## src/rtl/ctx_switch_unit_pkg.sv

```systemverilog
// Shared definitions for the context save/restore sequencer and the register
// file it works alongside: datapath widths, special-register indices and the
// sequencer state encoding.
package ctx_switch_unit_pkg;

    localparam int DATA_W    = 32;
    localparam int REG_SEL_W = 6;
    localparam int NUM_REGS  = 64;

    // Special-purpose register indices shared with the register file
    localparam int SP  = 51;
    localparam int GP  = 52;
    localparam int JMP = 53;
    localparam int RA  = 54;
    localparam int RET = 55;
    localparam int BR  = 56;
    localparam int CTX = 57;
    localparam int AX1 = 61;
    localparam int AX2 = 62;
    localparam int CRT = 63;

    // Sequencer states, kept as plain constants for older tool flows
    typedef logic [2:0] ctx_state_t;

    localparam ctx_state_t IDLE    = 3'd0;
    localparam ctx_state_t S_ADDR  = 3'd1;
    localparam ctx_state_t S_WRITE = 3'd2;
    localparam ctx_state_t R_READ  = 3'd3;
    localparam ctx_state_t R_WRITE = 3'd4;
    localparam ctx_state_t DONE    = 3'd5;

endpackage

```

## src/rtl/ctx_switch_unit.sv

```systemverilog
// Context save/restore sequencer. Streams registers FIRST_REG..LAST_REG from
// the register file into data memory (save) or back again (restore), starting
// at a latched base word address. All outputs decode from the state register,
// so an asynchronous reset silences them immediately.
module ctx_switch_unit
    import ctx_switch_unit_pkg::*;
#(
    parameter int FIRST_REG  = 1,
    parameter int LAST_REG   = 50,
    parameter int WRITE_HOLD = 4
) (
    input  logic                 Fast_Clock,
    input  logic                 Reset_N,
    input  logic                 Start_Save,
    input  logic                 Start_Restore,
    input  logic [DATA_W-1:0]    Base_Addr,
    output logic                 Busy,
    output logic                 Done,
    output logic [REG_SEL_W-1:0] Ctx_Reg,
    input  logic [DATA_W-1:0]    Reg_Data,
    output logic                 Ctx_Reg_Write,
    output logic [DATA_W-1:0]    Ctx_Write_Data,
    output logic [DATA_W-1:0]    Mem_Addr,
    output logic                 Mem_Write,
    output logic                 Mem_Read,
    output logic [DATA_W-1:0]    Mem_Wdata,
    input  logic [DATA_W-1:0]    Mem_Rdata,
    input  logic                 Mem_Ready
);

    localparam int HOLD_W = (WRITE_HOLD > 1) ? $clog2(WRITE_HOLD) : 1;

    localparam logic [REG_SEL_W-1:0] FIRST_SEL = REG_SEL_W'(FIRST_REG);
    localparam logic [REG_SEL_W-1:0] LAST_SEL  = REG_SEL_W'(LAST_REG);
    localparam logic [HOLD_W-1:0]    HOLD_INIT = HOLD_W'(WRITE_HOLD - 1);

    ctx_state_t           state;
    logic [REG_SEL_W-1:0] idx;
    logic [DATA_W-1:0]    base;
    logic [DATA_W-1:0]    data;
    logic [HOLD_W-1:0]    hold;
    logic [DATA_W-1:0]    addr;
    logic                 last_reg;

    // idx never drops below FIRST_SEL while active, so the offset cannot underflow
    assign addr     = base + DATA_W'(idx - FIRST_SEL);
    assign last_reg = (idx == LAST_SEL);

    // Sequencer FSM with the index, base, data and write-hold registers
    always_ff @(posedge Fast_Clock or negedge Reset_N) begin
        if (!Reset_N) begin
            state <= IDLE;
            idx   <= '0;
            base  <= '0;
            data  <= '0;
            hold  <= '0;
        end else begin
            case (state)
                IDLE: begin
                    if (Start_Save) begin
                        state <= S_ADDR;
                        idx   <= FIRST_SEL;
                        base  <= Base_Addr;
                    end else if (Start_Restore) begin
                        state <= R_READ;
                        idx   <= FIRST_SEL;
                        base  <= Base_Addr;
                    end
                end
                S_ADDR: begin
                    data  <= Reg_Data;
                    state <= S_WRITE;
                end
                S_WRITE: begin
                    if (Mem_Ready) begin
                        if (last_reg) begin
                            state <= DONE;
                        end else begin
                            idx   <= idx + 1'b1;
                            state <= S_ADDR;
                        end
                    end
                end
                R_READ: begin
                    if (Mem_Ready) begin
                        data  <= Mem_Rdata;
                        hold  <= HOLD_INIT;
                        state <= R_WRITE;
                    end
                end
                R_WRITE: begin
                    if (hold == '0) begin
                        if (last_reg) begin
                            state <= DONE;
                        end else begin
                            idx   <= idx + 1'b1;
                            state <= R_READ;
                        end
                    end else begin
                        hold <= hold - 1'b1;
                    end
                end
                DONE: begin
                    state <= IDLE;
                end
                default: begin
                    state <= IDLE;
                end
            endcase
        end
    end

    // Output decode: each output is driven only in the state that owns it
    always_comb begin
        Busy           = (state != IDLE);
        Done           = (state == DONE);
        Ctx_Reg        = '0;
        Ctx_Reg_Write  = 1'b0;
        Ctx_Write_Data = '0;
        Mem_Addr       = '0;
        Mem_Write      = 1'b0;
        Mem_Read       = 1'b0;
        Mem_Wdata      = '0;
        case (state)
            S_ADDR: begin
                Ctx_Reg = idx;
            end
            S_WRITE: begin
                Mem_Write = 1'b1;
                Mem_Addr  = addr;
                Mem_Wdata = data;
            end
            R_READ: begin
                Mem_Read = 1'b1;
                Mem_Addr = addr;
            end
            R_WRITE: begin
                Ctx_Reg        = idx;
                Ctx_Reg_Write  = 1'b1;
                Ctx_Write_Data = data;
            end
            default: begin
            end
        endcase
    end

endmodule

```

## config.mk

```make
export PLATFORM = sky130hd
export DESIGN_NAME = ctx_switch_unit
export DESIGN_NICKNAME = d
export VERILOG_FILES = /design/src/rtl/ctx_switch_unit_pkg.sv /design/src/rtl/ctx_switch_unit.sv
export SDC_FILE = /design/constraint.sdc
export NUM_CORES = 1
export LEC_CHECK = 0
export BUFFER_PORTS_ARGS = -buffer_cell sky130_fd_sc_hd__buf_2
export CELL_PAD_IN_SITES_DETAIL_PLACEMENT = 0
export CELL_PAD_IN_SITES_GLOBAL_PLACEMENT = 1
export CORE_AREA = 2 2 140 142
export DETAILED_ROUTE_END_ITERATION = 10
export DIE_AREA = 0 0 142 144
export PLACE_DENSITY = 0.78
export SYNTH_ARGS = -nofsm -noshare
export SYNTH_HDL_FRONTEND = slang
export SYNTH_SLANG_ARGS = --single-unit
export TNS_END_PERCENT = 10
```

## constraint.sdc

```tcl
create_clock -name Fast_Clock -period 4.55 [get_ports Fast_Clock]
set_clock_uncertainty 0.05 [all_clocks]
set_input_delay 0 -clock Fast_Clock [delete_from_list [all_inputs] [get_ports Fast_Clock]]
set_output_delay 0 -clock Fast_Clock [all_outputs]
set_load 0.02 [all_outputs]
```

==> reports/metrics.yaml, run 1 <==
worst_setup_path:
  r2r_slack_ns: 1.20
  reg2reg_depth: 6
  rr_endpoint: "data[22]$_DFFE_PN0P_"
  r2r-start: "state[0]$_DFFE_PN0P_"
  worstPathRequired_ns: 4.50
  path_class: "reg -> out"
  cp-start-kind: "register"
  cp_data_arrival_time_ns: 3.66
  crit_path_end_kind: "output port"
  crit_path_max_fanout: 26
clocking:
  htreeDepth: 3
  postCtsSetupBuffers: 0
  clock_path_buffers: 2
  clk_pin_slew_ns: 0.06
  cts_resized: 0
  cts_made_buffers: 9
  clock_latency_ns: 0.34
  cts_tree: "done"
  cts_root_buffer: "clkbuf_16"
  clock_sinks: 75
floorplanning:
  rows: 51
  dieHeight_um: 144
  dieWidth_um: 142
  core_um2: 19100
  die_area_um2: 20400
  io_pins: 208
  start_util: 0.320
yosys:
  syn_inst: 765
  synth_top_area_cell: "dfrtp_1"
  synth.area.top_cells: "dfrtp_1 31%, nand2_1 9.8%, ha_1 7.4%"
  synthDistinctLibCells: 65
  syn_avg_cell_area_um2: 7.99
  synth-seq-cells: 75
  synth-edff-count: 0
  ys_async_sr_fraction: 1.00
  yosysTopAreaCellShare: 0.307
  syn_area_um2: 6110
  synth_nets: 903
  yosysWarningCount: 0
  synth-seq-area-share: 0.307
  synth-main-ff-cell: "dfrtp_1"
global_route:
  grt_pass1_wl_mm: 31.7
  grt_pass1_vias: 6438
  use_met1: 0.235
  antenna_found_initial: 0
  grt.total_usage: 0.193
  grt_most_used_layer: "met2"
  gr-usage-met2: 0.338
  overflow: 0
  grt_util_met3: 0.0358
  grt_max_degree: 76
power_and_ir_drop:
  power_switching_mw: 3.76
  swShare: 0.526
  p_seq_frac: 0.177
  p_int_mw: 3.39
  ir_drop_uv: 350
  power_frac_comb: 0.723
  power.total_mw: 7.15
  p_leak_nw: 4.39
  power.density_nw_per_um2: 836
  p_clk_frac: 0.100
placed_design:
  place_area_um2: 7290
  numPortBuffers: 207
  dpl.hpwl_mm: 14.1
  place.gp.congestion: 0.892
routing:
  first_iter_violations: 267
  detail-route-antenna-nets: 0
  vias: 6492
  remaining_drc_errors: 0
  finalWirelength_mm: 19.8
  firstDrtPassIters: 4
  viasPerCell: 5.09
  routedWlPerCell_um: 15.5
worst_hold_path:
  min_from: "Start_Save"
  hold_depth: 4
  hold_path.class: "in -> reg"
  whs_endpoint: "state[1]$_DFFE_PN0P_"
layout:
  syn_to_final_growth_pct: 40.1
  fin_area_um2: 8560
  layout-drive-gt1-share: 0.248
  fin_util: 0.449
  diodes: 0
  fin_nets: 1171
sta:
  post-route-period-util: 0.816
  tightest_slew_ns: 0.975
  setup_viol: 0
  rsz0062_at_grt: "false"
  maxSlewHeadroom: 0.350
  period_needed_ns: 3.71
  tns_ns: 0
  drv_slew: 0
  max_freq_mhz: 269
  hold_viol: 0
run_status:
  status: "finished, final reports clean"
job:
  max_cap_viol_count: 0
cells by family (layout without fill, tap and decap cells):
| family | Yosys count | count (layout) | share of synthesized area |
|---|---|---|---|
| XOR/XNOR | 24 | 24 | 0.0344 |
| adder cells (fa/ha/maj) | 37 | 37 | 0.0770 |
| AO/OA/AOI/OAI | 172 | 172 | 0.193 |
| AND/OR/NAND/NOR | 352 | 352 | 0.280 |
| buffers and inverters | 67 | 339 | 0.0465 |
| flip-flops | 75 | 75 | 0.307 |
| multiplexers | 38 | 38 | 0.0622 |
layer usage:
metal,share of wire,wire length (um)
met1,0.43,8600
met2,0.49,9640
met3,0.051,1020
met4,0.027,532
met5,0,0
power by group through the flow:
stage	sequential (mW)	clock [mW]	combinational, mW
detailed placement	1.27	0	5.01
global route	1.32	0.761	5.72
floorplan	1.13	0	3.85
CTS	1.27	0.737	5.18
global placement	1.27	0	4.99
finish	1.27	0.713	5.17
final cells by class:
cell class | instances | area, um2
Clock inverter | 5 | 53.8
Multi-Input combinational cell | 623 | 3980
Fill cell | 1861 | 10500
Timing Repair Buffer | 312 | 2070
Sequential cell | 75 | 1880
Inverter | 12 | 45.0
Clock buffer | 10 | 239
Tap cell | 238 | 298
through the flow:
| step | cells | hold slack [ns] | worst slack [ns] |
|---|---|---|---|
| floorplan | 765 | -0.346 | 0.0593 |
| global placement | 1162 | 0.142 | 1.22 |
| detailed placement | 1162 | 0.146 | 1.20 |
| CTS | 1275 | 0.0506 | 0.807 |
| global route | 1275 | 0.132 | 0.463 |
| finish | 1275 | 0.0610 | 0.838 |
worst max-delay path by stage:
stage	start	endpoint	slack [ns]	cells after the start
6_report	idx[0]$_DFFE_PN0P_	Mem_Addr[31]	0.84	13
5_1_grt	idx[0]$_DFFE_PN0P_	Mem_Addr[27]	0.46	12
4_1_cts	idx[0]$_DFFE_PN0P_	Mem_Addr[31]	0.81	13
3_5_place_dp	idx[0]$_DFFE_PN0P_	Mem_Addr[31]	1.20	13
3_3_place_gp	idx[0]$_DFFE_PN0P_	Mem_Addr[31]	1.22	13
2_1_floorplan	idx[0]$_DFFE_PN0P_	Mem_Addr[31]	0.06	11
sequential cells by signal (all words and copies together) (netlist names):
name   cells
state      3
idx        6
hold       2
data      32
base      32
cells in the final DEF (no fill, tap or decap), types with 35 or more instances in the layout:
| cell type | instances |
|---|---|
| and2_1 | 39 |
| dlygate4sd3_1 | 98 |
| nand2_1 | 159 |
| dfrtp_1 | 75 |
| buf_2 | 206 |
| o21ai_0 | 43 |
| nor2_1 | 39 |
| and3_1 | 38 |
| ha_1 | 36 |
| mux2i_1 | 38 |
| a21oi_1 | 35 |
timing repair:
action                                 in CTS  in global routing
endpoints found under the hold margin     143                  0
hold buffers                               98                  0
setup endpoints to repair                   0                  0
worst max-delay path: stages, from the launching register on:
cell and delay (ns):
dfrtp_1 0.42, inv_1 0.14, ha_1 0.20, nand2_1 0.10
nor3_2 0.11, buf_4 0.32, ha_1 0.43, o21a_2 0.29
a2111oi_4 0.36, nor2_1 0.08, a311o_1 0.33, o21bai_2 0.13
mux2i_1 0.21, buf_2 0.19
synthesized netlist by cell type (3+ instances only):
cell      instances
a211o_1           4
a211oi_1          6
a21o_1           13
a21oi_1          35
a31oi_1           6
and2_1           39
and3_1           38
buf_2            21
clkbuf_1         31
dfrtp_1          75
ha_1             36
inv_1            10
mux2i_1          38
nand2_1         159
nand2b_1          6
nand3_1          11
nand4_1          12
nor2_1           39
nor2b_1           5
nor3_1           23
nor3b_1           4
nor4_1            3
o211ai_1          9
o21a_1           13
o21ai_0          43
o21ai_1           6
o21bai_1          3
o22ai_1           4
o31ai_1           3
xnor2_1          17
xor2_1            7
Power figures use the tool's default switching activity.
==> run 2: changes to the inputs <==
--- a/config.mk
+++ b/config.mk
@@ -5,13 +5,14 @@
 export SDC_FILE = /design/constraint.sdc
 export NUM_CORES = 1
 export LEC_CHECK = 0
+export ABC_AREA = 1
 export BUFFER_PORTS_ARGS = -buffer_cell sky130_fd_sc_hd__buf_2
 export CELL_PAD_IN_SITES_DETAIL_PLACEMENT = 0
 export CELL_PAD_IN_SITES_GLOBAL_PLACEMENT = 1
-export CORE_AREA = 2 2 140 142
+export CORE_AREA = 2 2 142 144
 export DETAILED_ROUTE_END_ITERATION = 10
-export DIE_AREA = 0 0 142 144
-export PLACE_DENSITY = 0.78
+export DIE_AREA = 0 0 144 146
+export PLACE_DENSITY = 0.82
 export SYNTH_ARGS = -nofsm -noshare
 export SYNTH_HDL_FRONTEND = slang
 export SYNTH_SLANG_ARGS = --single-unit
==> constraint.sdc (replaced) <==
create_clock -name Fast_Clock -period 3.5 [get_ports Fast_Clock]
set_clock_uncertainty 0.05 [all_clocks]
set_input_delay 0 -clock Fast_Clock [delete_from_list [all_inputs] [get_ports Fast_Clock]]
set_output_delay 0 -clock Fast_Clock [all_outputs]
set_load 0.02 [all_outputs]
==> run 2 against run 1 <==
  * Clock power grew 26%
  * Setup slack lost 0.53 ns
  * Critical path type unchanged
  * Critical path depth grew 5
  * Global-route usage grew 1.2 points
  * Worst hold slack gained 0.13 ns
  * Via count grew 13%
  * Largest cell class unchanged
==> reports/metrics.yaml, run 2 <==
worst_setup_path:
  path_cells: "inv_1 > ha_1 > nand2_1 > nor2_2 > clkbuf_4 > ha_1 > nand2_1 > inv_1 > nand2_1 > nand2_1 > nand2_1 > nand2_1 > inv_1 > nand3_1 > nand2_1 > inv_1 > nor2_1 > buf_2"
  crit_path_max_fanout: 13  # -50%
  reg2reg_depth: 9  # +3
  worstPathRequired_ns: 3.45  # -1.05 ns
  r2r_slack_ns: 0.48  # -0.72 ns
  crit_path_end_kind: "output port"
  cp_data_arrival_time_ns: 3.14  # -0.52 ns
  cp-start-kind: "register"
  r2r-start: "state[1]$_DFFE_PN0P_"
  path_class: "reg -> out"
  rr_endpoint: "base[19]$_DFFE_PN0P_"
  crit_path_max_incr_delay_ns: 0.41  # -0.02 ns
  worst_path_most_repeated_cell: "nand2_1"
  crit_slowest_cell: "dfrtp_1"
yosys:
  synth.most_common_cell: "nand2_1"
  synth_common_cells: "359 x nand2_1, 176 x nor2_1, 160 x inv_1, 75 x dfrtp_1, 69 x nand3_1"
  ys_async_sr_fraction: 1.00  # unchanged
  yosysWarningCount: 0  # unchanged
  synthDistinctLibCells: 28  # -57%
  syn_inst: 1055  # +38%
  synth_top_area_cell: "dfrtp_1"
  syn_avg_cell_area_um2: 5.98  # -25%
  yosysTopAreaCellShare: 0.298  # -0.00951
  synth-seq-area-share: 0.298  # -0.00951
  synth.area.top_cells: "dfrtp_1 30%, nand2_1 21%, nor2_1 10%"
  synth-seq-cells: 75  # unchanged
  synth-edff-count: 0  # unchanged
  synth_nets: 1193  # +32%
  synth-main-ff-cell: "dfrtp_1"
  syn_area_um2: 6310  # +3.2%
routing:
  first_iter_violations: 286  # +7.1%
  detail-route-antenna-nets: 0  # unchanged
  vias: 7305  # +13%
  remaining_drc_errors: 0  # unchanged
  routedWlPerCell_um: 13.1  # -15%
  finalWirelength_mm: 21.3  # +7.7%
  firstDrtPassIters: 5  # +1
  viasPerCell: 4.50  # -12%
clocking:
  cts_made_buffers: 9  # unchanged
  clock_path_buffers: 2  # unchanged
  clock_latency_ns: 0.34  # about the same
  cts_tree: "done"
  cts_root_buffer: "clkbuf_16"
  htreeDepth: 3  # unchanged
  postCtsSetupBuffers: 0  # unchanged
  clk_pin_slew_ns: 0.06  # about the same
  clock_sinks: 75  # unchanged
global_route:
  grt_pass1_wl_mm: 34.7  # +9.5%
  grt.total_usage: 0.205  # +0.0123
  antenna_found_initial: 1  # +1
  overflow: 0  # unchanged
  grt_pass1_vias: 7182  # +12%
  grt_max_degree: 51  # -33%
layout:
  fin_util: 0.462  # +0.0131
  fin_area_um2: 8930  # +4.3%
  layout-drive-gt1-share: 0.181  # -0.0665
  layout_common_cells: "358 x nand2_1, 206 x buf_2, 175 x nor2_1"
  top_regs: "base x32, data x32, idx x6"
  fin_nets: 1490  # +27%
  mostFrequentLayoutCell: "nand2_1"
  syn_to_final_growth_pct: 41.6
sta:
  period_needed_ns: 3.19
  post-route-period-util: 0.913
  max_freq_mhz: 313
  setup_viol: 0  # unchanged
  rsz0062_at_grt: "false"
  tns_ns: 0  # unchanged
  drv_slew: 0  # unchanged
  tightest_slew_ns: 1.08  # +0.105 ns
  hold_viol: 0  # unchanged
  maxSlewHeadroom: 0.277  # -0.0725
power_and_ir_drop:
  ir_drop_uv: 427  # +22%
  power.density_nw_per_um2: 1110  # +33%
  p_leak_nw: 5.26  # +20%
floorplanning:
  io_pins: 208  # unchanged
  core_um2: 19300  # +1.3%
  die_area_um2: 21000  # +2.8%
  rows: 51  # unchanged
  start_util: 0.326  # +0.00587
  dieHeight_um: 146  # +1.4%
  dieWidth_um: 144  # +1.4%
job:
  max_cap_viol_count: 0  # unchanged
placed_design:
  place.gp.congestion: 0.892  # about the same
  dpl.hpwl_mm: 16.6  # +18%
  numPortBuffers: 207  # unchanged
  place_area_um2: 7630  # +4.7%
worst_hold_path:
  hold_path.class: "in -> async"
run_status:
  status: "finished, final reports clean"
==> run 2: cell count changes after synthesis, moves of 17 or more <==
cell,delta
and3_1,-36
and2_1,-33
nor2_1,+137
inv_1,+150
nand3_1,+58
a31oi_1,+27
o21ai_0,-20
mux2i_1,-38
nor3_1,-17
nand2_1,+200
==> run 2: what timing repair did <==
item,in CTS,in global routing
setup endpoints to repair,0,11
endpoints found under the hold margin,115,0
hold buffers,99,0
resized for setup,0,6
==> run 2: cell families after synthesis <==
group                      count (synthesis)  share of synthesized area
buffers and inverters                    193                      0.117
xor gates and xnor gates                   9                     0.0125
AOI/OAI and AO/OA                        107                     0.0948
adders and majority gates                 37                     0.0746
DFF                                       75                      0.298
and+or+nand+nor                          634                      0.404
==> run 2: per-stage QoR <==
stage / power [mW] / setup slack (ns) / hold slack [ns] / cells
floorplan: 6.60 / 0.196 / -0.346 / 1055
global route: 11.1 / 0.0289 / 0.286 / 1623
CTS: 9.93 / 0.176 / 0.223 / 1621
global placement: 8.48 / 0.592 / 0.0182 / 1506
finish: 9.93 / 0.306 / 0.195 / 1623
detailed placement: 8.53 / 0.493 / 0.0227 / 1506
==> run 2: area by class of cell <==
cell class / instances / area [um2]
fill: 2037 / 10400
multi-input combinational: 787 / 3710
timing repair buffer: 316 / 2110
sequential: 75 / 1880
inverter: 163 / 612
tap: 265 / 332
clock buffer: 10 / 239
clock inverter: 6 / 48.8
antenna: 1 / 2.50
==> run 2: where the power goes <==
group | switching, mW | internal (mW)
Combinational | 4.85 | 2.61
Clock | 0.390 | 0.506
Sequential | 0.282 | 1.30
==> run 2: per-layer routing <==
layer	vias up	GRT usage	wire (um)
met4	0	0.0412	176
li1	3881	-	-
met3	14	0.0329	1010
met2	191	0.379	10800
met1	3219	0.249	9320
met5	-	0	0
==> run 2: how the worst max path moves through the flow <==
stage	startpoint	endpoint	slack, ns	depth (start not counted)
floorplan	idx[0]$_DFFE_PN0P_	Mem_Addr[25]	0.20	14
global placement	state[2]$_DFFE_PN0P_	idx[4]$_DFFE_PN0P_	0.59	8
detailed placement	state[2]$_DFFE_PN0P_	base[19]$_DFFE_PN0P_	0.49	8
CTS	idx[0]$_DFFE_PN0P_	Mem_Addr[25]	0.18	16
global route	idx[1]$_DFFE_PN0P_	Mem_Addr[31]	0.03	17
finish	idx[1]$_DFFE_PN0P_	Mem_Addr[21]	0.31	18
==> run 2: worst max-delay path, delay by kind of cell, from the launching register on <==
kind / cells / cell delay (ns)
simple gates: 10 / 1.04
fa+ha+maj: 2 / 0.53
flops: 1 / 0.41
buf+inv: 6 / 0.82
==> run 3: changes to the inputs <==
--- a/config.mk
+++ b/config.mk
@@ -6,7 +6,8 @@
 export NUM_CORES = 1
 export LEC_CHECK = 0
 export ABC_AREA = 1
-export BUFFER_PORTS_ARGS = -buffer_cell sky130_fd_sc_hd__buf_2
+export ABC_CLOCK_PERIOD_IN_PS = 3500
+export BUFFER_PORTS_ARGS = -buffer_cell sky130_fd_sc_hd__clkbuf_2
 export CELL_PAD_IN_SITES_DETAIL_PLACEMENT = 0
 export CELL_PAD_IN_SITES_GLOBAL_PLACEMENT = 1
 export CORE_AREA = 2 2 142 144
==> run 3 against run 2 <==
  * Non-clock buffer count unchanged
  * Combinational power grew 0.7%
  * Sequential cell count stayed put
  * Global-route usage hardly changed
  * Register-to-register slack hardly changed
  * Critical path type unchanged
  * Highest routed layer unchanged
==> reports/metrics.yaml, run 3 (synthesized netlist as in run 2, its figures left out) <==
routing:
  detail-route-antenna-nets: 0  # unchanged
  finalWirelength_mm: 21.3  # unchanged
  vias: 7413  # +1.5%
  firstDrtPassIters: 5  # unchanged
  first_iter_violations: 284  # -0.70%
  routedWlPerCell_um: 13.1  # about the same
  remaining_drc_errors: 0  # unchanged
  viasPerCell: 4.56  # +1.4%
clocking:
  clock_sinks: 75  # unchanged
  cts_tree: "done"
  clock_latency_ns: 0.34  # about the same
  cts_made_buffers: 9  # unchanged
  clock_path_buffers: 2  # unchanged
  cts_root_buffer: "clkbuf_16"
  clk_pin_slew_ns: 0.06  # about the same
  htreeDepth: 3  # unchanged
power_and_ir_drop:
  power.density_nw_per_um2: 1120  # +1.1%
  p_leak_nw: 5.23  # -0.51%
  ir_drop_uv: 439  # +3.0%
  p_seq_frac: 0.156  # -0.003
  power_switching_mw: 5.56  # +0.75%
  power.total_mw: 10.1  # +1.6%
  p_clk_frac: 0.100  # +0.010
  swShare: 0.551  # -0.00450
  p_int_mw: 4.53  # +2.6%
  power_frac_comb: 0.744  # -0.007
placed_design:
  dpl.hpwl_mm: 16.5  # about the same
  place_area_um2: 7630  # unchanged
  place.gp.congestion: 0.907  # +1.7%
  numPortBuffers: 207  # unchanged
  dp.cells: 1506  # unchanged
layout:
  layout_common_cells: "359 x nand2_1, 206 x clkbuf_2, 175 x nor2_1"
  layout-drive-gt1-share: 0.181  # unchanged
  nFillCells: 2090  # +2.6%
  top_regs: "base x32, data x32, idx x6"
  mostFrequentLayoutCell: "nand2_1"
  finalNonFillerCells: 1624  # +0.062%
  fin_nets: 1490  # unchanged
  syn_to_final_growth_pct: 42.3
  fin_area_um2: 8970  # +0.50%
sta:
  maxSlewHeadroom: 0.288  # +0.0103
  hold_viol: 0  # unchanged
  max_freq_mhz: 313  # about the same
  period_needed_ns: 3.19  # -0.000110 ns
  tightest_slew_ns: 1.06  # -0.0154 ns
  drv_slew: 0  # unchanged
  setup_viol: 0  # unchanged
  tns_ns: 0  # unchanged
  post-route-period-util: 0.913  # about the same
  rsz0062_at_grt: "false"
floorplanning:
  core_um2: 19300  # unchanged
  rows: 51  # unchanged
  start_util: 0.326  # unchanged
  io_pins: 208  # unchanged
  dieWidth_um: 144  # unchanged
  die_area_um2: 21000  # unchanged
  dieHeight_um: 146  # unchanged
global_route:
  grt_pass1_vias: 7073  # -1.5%
  antenna_found_initial: 2  # +1
  grt.total_usage: 0.205  # -0.000207
  overflow: 0  # unchanged
  grt_max_degree: 56  # +9.8%
  grt_pass1_wl_mm: 34.4  # -1.0%
worst_setup_path:
  reg2reg_depth: 8  # -1
  crit_path_end_kind: "output port"
  crit_path_max_fanout: 13  # unchanged
  path_class: "reg -> out"
  cp_data_arrival_time_ns: 3.14  # about the same
  r2r_slack_ns: 0.48  # about the same
  cp-start-kind: "register"
  worstPathRequired_ns: 3.45  # about the same
  rr_endpoint: "base[29]$_DFFE_PN0P_"
  crit_start: "idx[1]$_DFFE_PN0P_"
  r2r-start: "state[2]$_DFFE_PN0P_"
job:
  max_cap_viol_count: 0  # unchanged
run_status:
  status: "finished, final reports clean"
worst_hold_path:
  hold_path.class: "in -> async"
run 3: critical path, stage by stage, from the launching register on:
cell	delay, ns
dfrtp_1	0.42
inv_1	0.15
ha_1	0.20
nand2_1	0.12
nor2_4	0.17
buf_6	0.19
ha_1	0.30
nand2_1	0.14
inv_1	0.07
a21oi_1	0.23
nand3_1	0.24
nand2_1	0.11
nand2_1	0.08
nand2_1	0.06
nand2_1	0.05
nor2_1	0.09
clkbuf_2	0.17
run 3: stage by stage:
stage | hold slack, ns | setup WS [ns] | util
2_1_floorplan | -0.346 | 0.196 | -
3_3_place_gp | 0.0419 | 0.566 | 0.394
3_5_place_dp | 0.0489 | 0.471 | 0.394
4_1_cts | 0.231 | 0.136 | 0.462
5_1_grt | 0.287 | 0.0361 | 0.464
6_report | 0.206 | 0.306 | 0.464
run 3: metal layers:
metal / global-route usage / part of all wire / wire (um) / up-vias
met3: 0.0319 / 0.060 / 1270 / 18
met2: 0.365 / 0.49 / 10400 / 248
met4: 0.0490 / 0.014 / 301 / 0
li1: - / - / - / 3877
met1: 0.257 / 0.44 / 9360 / 3270
met5: 0 / 0 / 0 / -
run 3: timing repair:
item / in CTS / in global routing
resized for setup: 0 / 9
setup buffers: 0 / 0
endpoints found under the hold margin: 120 / 0
setup endpoints to repair: 0 / 11
hold buffers: 99 / 0
run 3: area by class of cell:
type | instances | area, um2 | share of cell area
diodes | 2 | 5.00 | 0.000558
clock inverters | 6 | 90.1 | 0.0100
flip-flops and latches | 75 | 1880 | 0.209
inverters | 163 | 612 | 0.0682
well taps | 265 | 332 | 0.0370
multi-input cells | 787 | 3720 | 0.415
repair buffers | 316 | 2110 | 0.235
clock buffers | 10 | 229 | 0.0255
run 3: power groups by stage:
stage,logic [mW],registers [mW],clock network (mW)
global placement,6.93,1.57,0
detailed placement,6.98,1.58,0
floorplan,5.11,1.49,0
CTS,7.46,1.58,1.02
global route,8.50,1.63,1.05
finish,7.50,1.58,1.01
run 3: worst max path at each step:
stage	depth (start not counted)	endpoint	slack [ns]
after global routing	17	Mem_Addr[29]	0.04
after floorplan	14	Mem_Addr[25]	0.20
after CTS	16	Mem_Addr[25]	0.14
after detailed placement	8	base[29]$_DFFE_PN0P_	0.47
after global placement	8	idx[4]$_DFFE_PN0P_	0.57
final	16	Mem_Addr[19]	0.31
